$ cat src/rtl/icache.sv
// Direct-mapped instruction cache between the instruction-fetch unit and the
// memory controller's line-fetch port. A hit answers one cycle after the
// request. A miss fetches the whole line, writes it, and then replays the
// held request.
// Optional build macro: ICACHE_STAT_EN adds saturating hit/miss counters and
// their hit_cnt/miss_cnt output ports.
module icache #(
  parameter int LINE_BYTES = 16,
  parameter int NUM_LINES  = 16
) (
  input  logic                    clk,
  input  logic                    rst,
  input  logic                    rdy,
  input  logic                    rollback,
  input  logic                    ifu_req,
  input  logic [31:0]             ifu_pc,
  output logic                    ifu_valid,
  output logic [31:0]             ifu_inst,
  output logic                    mem_en,
  output logic [31:0]             mem_pc,
  input  logic                    mem_done,
  input  logic [LINE_BYTES*8-1:0] mem_data
`ifdef ICACHE_STAT_EN
  ,
  output logic [31:0]             hit_cnt,
  output logic [31:0]             miss_cnt
`endif
);

  localparam int OFF_W  = $clog2(LINE_BYTES);
  localparam int IDX_W  = $clog2(NUM_LINES);
  localparam int TAG_W  = 32 - OFF_W - IDX_W;
  localparam int WORDS  = LINE_BYTES / 4;
  localparam int WSEL_W = (WORDS > 1) ? $clog2(WORDS) : 1;

  typedef enum logic [1:0] {IDLE, MISS, RETURN} state_e;

  state_e                 state_q, state_d;
  logic                   ifuValid_q, ifuValid_d;
  logic [31:0]            ifuInst_q, ifuInst_d;
  logic                   memEn_q, memEn_d;
  logic [31:0]            memPc_q, memPc_d;

  logic [NUM_LINES-1:0]   valid_q;
  logic [TAG_W-1:0]       tag_q  [NUM_LINES];
  logic [WORDS-1:0][31:0] data_q [NUM_LINES];

  logic [IDX_W-1:0]       reqIdx;
  logic [TAG_W-1:0]       reqTag;
  logic [OFF_W-1:0]       reqOff;
  logic [WSEL_W-1:0]      reqWord;
  logic [IDX_W-1:0]       fillIdx;
  logic [TAG_W-1:0]       fillTag;
  logic                   isHit;
  logic                   doLookup;
  logic                   fillEn;

  assign reqIdx  = ifu_pc[OFF_W +: IDX_W];
  assign reqTag  = ifu_pc[31 -: TAG_W];
  assign reqOff  = ifu_pc[OFF_W-1:0];
  assign reqWord = WSEL_W'(reqOff >> 2);
  // The fill target comes from the latched miss address, so it does not
  // depend on whatever the IFU presents after a rollback.
  assign fillIdx = memPc_q[OFF_W +: IDX_W];
  assign fillTag = memPc_q[31 -: TAG_W];

  assign isHit    = valid_q[reqIdx] && (tag_q[reqIdx] == reqTag);
  // A response cycle blocks the lookup because the IFU still shows the old pc.
  assign doLookup = rdy && (state_q == IDLE) && ifu_req && !ifuValid_q && !rollback;
  assign fillEn   = rdy && (state_q == MISS) && mem_done;

  assign ifu_valid = ifuValid_q && rdy;
  assign ifu_inst  = ifuInst_q;
  assign mem_en    = memEn_q;
  assign mem_pc    = memPc_q;

  // Next-state and output decode. A low rdy keeps every register at its value.
  // Otherwise the response pulse clears by default, which also covers rollback.
  always_comb begin
    state_d    = state_q;
    ifuValid_d = ifuValid_q;
    ifuInst_d  = ifuInst_q;
    memEn_d    = memEn_q;
    memPc_d    = memPc_q;
    if (rdy) begin
      ifuValid_d = 1'b0;
      unique case (state_q)
        IDLE: begin
          if (doLookup) begin
            if (isHit) begin
              ifuValid_d = 1'b1;
              ifuInst_d  = data_q[reqIdx][reqWord];
            end else begin
              memEn_d = 1'b1;
              memPc_d = {ifu_pc[31:OFF_W], {OFF_W{1'b0}}};
              state_d = MISS;
            end
          end
        end
        MISS: begin
          if (mem_done) begin
            memEn_d = 1'b0;
            state_d = RETURN;
          end
        end
        RETURN:  state_d = IDLE;
        default: state_d = IDLE;
      endcase
    end
  end

  // State, response and fetch-request registers. Reset wins over rdy and rollback.
  always_ff @(posedge clk) begin
    if (rst) begin
      state_q    <= IDLE;
      ifuValid_q <= 1'b0;
      ifuInst_q  <= '0;
      memEn_q    <= 1'b0;
      memPc_q    <= '0;
    end else begin
      state_q    <= state_d;
      ifuValid_q <= ifuValid_d;
      ifuInst_q  <= ifuInst_d;
      memEn_q    <= memEn_d;
      memPc_q    <= memPc_d;
    end
  end

  // Valid bits are cleared by reset and set when a line fill lands.
  // A fill completes even during a rollback, and the line is kept.
  always_ff @(posedge clk) begin
    if (rst) begin
      valid_q <= '0;
    end else if (fillEn) begin
      valid_q[fillIdx] <= 1'b1;
    end
  end

  // Tag and data arrays need no reset. The valid bit guards them.
  always_ff @(posedge clk) begin
    if (fillEn && !rst) begin
      tag_q[fillIdx]  <= fillTag;
      data_q[fillIdx] <= mem_data;
    end
  end

`ifdef ICACHE_STAT_EN
  logic        replay_q;
  logic [31:0] hitCnt_q;
  logic [31:0] missCnt_q;
  logic        countHit;
  logic        countMiss;

  // The first lookup after a fill replays an access already counted as a miss.
  // It is therefore not counted again as a hit.
  assign countHit  = doLookup && isHit && !replay_q;
  assign countMiss = doLookup && !isHit;

  assign hit_cnt  = hitCnt_q;
  assign miss_cnt = missCnt_q;

  // Track the replay cycle and bump the saturating counters. doLookup already
  // excludes rdy-low and rollback cycles.
  always_ff @(posedge clk) begin
    if (rst) begin
      replay_q  <= 1'b0;
      hitCnt_q  <= '0;
      missCnt_q <= '0;
    end else begin
      if (rdy) begin
        replay_q <= (state_q == RETURN);
      end
      if (countHit && (hitCnt_q != 32'hFFFF_FFFF)) begin
        hitCnt_q <= hitCnt_q + 32'd1;
      end
      if (countMiss && (missCnt_q != 32'hFFFF_FFFF)) begin
        missCnt_q <= missCnt_q + 32'd1;
      end
    end
  end
`endif

endmodule
$ cat config.mk
export PLATFORM = sky130hd
export DESIGN_NAME = icache
export DESIGN_NICKNAME = d
export VERILOG_FILES = /design/src/rtl/icache.sv
export SDC_FILE = /design/constraint.sdc
export NUM_CORES = 2
export LEC_CHECK = 0
export ABC_AREA = 0
export CAP_MARGIN = 25
export CELL_PAD_IN_SITES_DETAIL_PLACEMENT = 0
export CELL_PAD_IN_SITES_GLOBAL_PLACEMENT = 1
export CORE_UTILIZATION = 55
export DETAILED_ROUTE_END_ITERATION = 10
export PLACE_DENSITY_LB_ADDON = 0.05
export SLEW_MARGIN = 20
export SYNTH_ARGS = -nofsm -noshare
export SYNTH_HDL_FRONTEND = slang
export SYNTH_SLANG_ARGS = --single-unit
$ cat constraint.sdc
create_clock -name clk -period 42.8 [get_ports clk]
set_input_delay 6.42 -clock clk [delete_from_list [all_inputs] [get_ports clk]]
set_output_delay 6.42 -clock clk [all_outputs]
set_load 0.01 [all_outputs]
# After elaboration in Yosys (flattened, before gate mapping)
# Memories as Yosys holds them, arrays and structs flattened.
# Cells that the tools add are included.
[word_totals] register_bits=80 mem_bits_rw=2432 inputBits=166 out_inout_bits=66 word_cells=57 mem_count=2
[memory_table] memory="data_q" words=16 word_bits=128 read_ports=1 rd_clocked_by_memory_dff=0 wr=1 line="46" text="logic [WORDS-1:0][31:0] data_q [NUM_LINES];"
[memory_table] memory="tag_q" words=16 word_bits=24 read_ports=1 rd_clocked_by_memory_dff=0 wr=1 line="45" text="logic [TAG_W-1:0] tag_q [NUM_LINES];"
[op_classes] n_lt_le_gt_ge=4 n_eq_ne=5 mux=19 n_bitwise=2 reduce_logical=19
[ops] operator="32-bit binary-select mux with 2-bit select" n=1
[ops] operator="32-bit 2-to-1 mux" n=1
[ops] operator="24-bit equality test" n=1
[ops] operator="16-bit OR" n=1
[ops] operator="4-bit AND reduction" n=3
[ops] operator="1-bit logical AND" n=10
[ops] operator="4-bit by 5-bit less-than comparator with 1-bit output (second input constant)" n=2
[ops] operator="1-bit 2-to-1 mux" n=10
[ops] operator="2-bit 2-to-1 mux" n=3
[ops] operator="2-bit != test (second input constant)" n=3
[ops] operator="5-bit AND reduction" n=1
[ops] operator="1-bit binary-select mux with 4-bit select" n=1
[ops] operator="1-bit demux with 4-bit select" n=1
[ops] operator="4-bit by 1-bit >= comparator with 1-bit output (second input constant)" n=1
[ops] operator="2-bit one-hot mux with 2 select lines" n=1
[ops] operator="1-bit logical NOT" n=3
[ops] operator="2-bit by 3-bit less-than comparator with 1-bit output (second input constant)" n=1
[ops] operator="2-bit by 1-bit equality test with 1-bit output (second input constant)" n=1
[ops] operator="2-bit logical NOT" n=1
[ops] operator="1-bit one-hot mux with 2 select lines" n=1
[ops] operator="2-bit nonzero test" n=1
[ops] operator="1-bit NOT" n=1

# Logic depth before layout (Yosys ltp)
[logic_depth] ltp_word=7 ltp_mapped=15 ltp_nobuf=8

# Worst setup path before layout
# No wires, ideal clock.
[synth_timing] path_type="input port to flip-flop" start="input rdy" end="memory data_q[0][0] (netlist bit), enable pin" setup_ns=0.884 arrival_ns=18.087 t_required_ns=41.916 slack_ns=23.830 cell_stages=4 n_path_buf=0 path_cell_list="nor2b_1 > nand3_1 > nor4_1 > nor3b_1"
[synth_between] elab_chain_cells=5
[synth_rtl] element="start, declared" line="13" text="input logic rdy,"
[synth_rtl] element="1-bit logical AND (2 in series)" line="70" text="assign fillEn = rdy && (state_q == MISS) && mem_done;"
[synth_rtl] element="1-bit logical AND" line="141" text="if (fillEn && !rst) begin"
[synth_rtl] element="1-bit 2-to-1 mux" line="141"
[synth_rtl] element="1-bit 2-to-1 mux (implied by the code)" line="143" text="data_q[fillIdx] <= mem_data;"
[synth_rtl] element="end, declared" line="46"
# Every way passes these cells.

# Worst setup path after layout
[layout_timing] start="input rdy" end="output ifu_valid"
[layout_between] elab_chain_cells=1
[layout_rtl] element="1-bit logical AND" line="72" text="assign ifu_valid = ifuValid_q && rdy;"
[layout_rtl] element="end, declared" line="17" text="output logic ifu_valid,"
# Every way passes these cells.

==> reports/qor.yml <==
outcome: "finished, final reports clean"
synthesis.instances: 4141
die_h_um: 422
maxCapViolCount: 0
r2r-start: "tag_q[15][1]"
place_area_um2: 102000
synth_top_area_share_pct: 75.4
h-tree-depth: 5
grt_setup_unrepaired: "no"
numCtsBuffers: 278
final_area_um2: 110000
crit_fanout: 5
peakVddDrop_v: 0.0000434
clk_pin_slew_ns: 0.05
clock_path_buffers: 4
final_common_cell: "edfxtp_1"
async_reset_ff_share_pct: 0
dpl.hpwl_mm: 115
cts_tree: "done"
fp.dieW_um: 422
wl_mm: 230
fin_crit_ns: 14.03
drive_gt1_share_pct: 26.3
syn2layout_area_growth_pct: 13.5
die_area_um2: 178000
placementRows: 153
hold_path.class: "reg2reg"
slew_headroom_pct: 26.4
hp-start: "valid_q[14]"
layout_common_cells: "edfxtp_1 (2,432), mux4_2 (739), clkbuf_16 (285)"
synth_area_leaders: "edfxtp_1 (75%), mux4_2 (17%), dfxtp_1 (1.7%)"
ff_latch_area_um2: 74600
fillCellCount: 11700
yosysWarnings: 0
ys_seq_area_share_pct: 77.0
skew_ns: 0.0480
synth.avg_cell_area_um2: 23.4
grt.overflow.total: 0
crit_arrival_ns: 7.61
finalSetupViolCount: 0
initial_utilization_pct: 55.6
max_freq_mhz: 71.3
grt_pass1_wl_mm: 333
required_ns: 36.38
fin_tns_setup_ns: 0
antenna_found_initial: 33
synthFlopType: "edfxtp_1"
drtPass1Iterations: 5
synth_edf_count: 2432
slew_viol_final: 0
end_kind: "output port"
worst_pin_slew_ns: 1.10
yosysTopAreaCell: "edfxtp_1"
detail-route-antenna-nets: 0
grt_max_degree: 149
cts_resized: 0
reg2reg_depth: 9
leakage_nw: 34.0
gp_congestion: 0.746
r2r_slack_ns: 38.45
finalNetCount: 4641
first_global_vias: 46300
post_cts_buffers: 0
cts_sinks: 2512
portBuffers: 225
start_kind: "input pin"
ys_types: 58
syn_area_um2: 96900
dr.first_iter.drc_count: 4107
vias: 45000
whs_path_depth: 1
finalCritPeriodShare_pct: 32.8
wl_per_cell_um: 32.9
power_density_nw_per_um2: 46.6
worstSetupPathType: "in2out"
cts-root-buf: "clkbuf_16"
multi_input_area_um2: 21100
hold_viol: 0
grt_usage_pct: 26.3
io_pins: 232
r2r-end: "ifu_inst[18]"
avgViaCountPerCell: 6.44
ys_ff_latch: 2512
drt_drc_violations_left: 0
clkLatencyLatePin_ns: 0.92
whs_endpoint: "valid_q[14]"
hold_buffers: 0
core_um2: 174000
==> metrics by stage <==
stage	hold slack (ns)	power [W]	setup WS [ns]	cells	util (%)
finish	0.446	0.00513	28.77	6989	63.1
CTS	0.449	0.00518	28.77	6980	63.1
detailed placement	0.436	0.00302	28.77	6520	58.4
global placement	0.429	0.00302	28.78	6519	58.4
global route	0.464	0.00528	28.72	6987	63.1
floorplan	0.421	0.00291	23.83	4144	-
==> cells by family after synthesis <==
family | synth area share, %
buf+inv | 1.41
flops | 77.0
xor+xnor | 0.226
simple gates | 1.77
compound gates | 1.91
other cells | 0.00387
mux | 17.7
==> per-layer routing <==
| layer | GRT usage, % | vias to the layer above | routed length, um |
|---|---|---|---|
| met5 | 0 | - | 108 |
| met4 | 8.59 | 16 | 6850 |
| met3 | 3.61 | 393 | 11400 |
| met2 | 44.0 | 1402 | 119000 |
| met1 | 36.0 | 24600 | 92900 |
| li1 | - | 18600 | - |
==> area by class of cell <==
type	instances	share of cell area, %
timing repair buffer	305	2.83
clock inverter	94	0.561
clock buffer	366	6.80
multi-input combinational	1339	19.2
sequential	2512	67.8
inverter	39	0.135
antenna	9	0.0205
tap	2325	2.64
==> worst max-delay path: stages <==
cell and delay, ns:
clkdlybuf4s50_1 0.52, and2_1 0.14, clkdlybuf4s50_1 0.52
==> flip-flops by register name, indices dropped and copies added, names as in the netlist <==
signal / cells
mem_en: 1
valid_q: 16
data_q: 2048
ifuValid_q: 1
tag_q: 384
state_q: 2
ifu_inst: 32
mem_pc: 28
==> cells in the mapped netlist, types with 3 or more instances <==
| library cell | instances |
|---|---|
| a211oi_1 | 8 |
| nor2_1 | 37 |
| nor4_1 | 5 |
| nor3b_1 | 29 |
| buf_6 | 11 |
| o21ai_0 | 10 |
| inv_1 | 37 |
| edfxtp_1 | 2432 |
| nand2_1 | 47 |
| mux4_2 | 739 |
| buf_1 | 25 |
| a32oi_1 | 30 |
| a21o_1 | 16 |
| o211ai_2 | 32 |
| nand4_1 | 63 |
| buf_2 | 80 |
| nor3_1 | 15 |
| mux2i_1 | 41 |
| buf_4 | 16 |
| o22ai_1 | 8 |
| nor4b_1 | 3 |
| dfxtp_1 | 80 |
| a21oi_1 | 5 |
| a32o_1 | 3 |
| a41oi_1 | 3 |
| o2111a_1 | 3 |
| nor2b_1 | 18 |
| nand3_1 | 36 |
| o32ai_1 | 4 |
| nand2b_1 | 43 |
| a22oi_1 | 45 |
| xnor2_1 | 14 |
| clkbuf_1 | 120 |
| o311ai_1 | 32 |
| mux2_2 | 6 |
| xor2_1 | 11 |
==> report_power, final <==
| part | internal (W) | switching (W) |
|---|---|---|
| logic | 0.000111 | 0.000134 |
| clock network | 0.00127 | 0.000899 |
| registers | 0.00270 | 0.0000163 |
==> how the worst max path moves through the flow <==
stage | startpoint | end | slack (ns)
6_report | rdy | ifu_valid | 28.77
5_1_grt | rdy | ifu_valid | 28.72
4_1_cts | rdy | ifu_valid | 28.77
3_5_place_dp | rdy | ifu_valid | 28.77
3_3_place_gp | rdy | ifu_valid | 28.78
2_1_floorplan | rdy | data_q[0][0] | 23.83
Note: power is estimated with default switching activity, not from simulation.
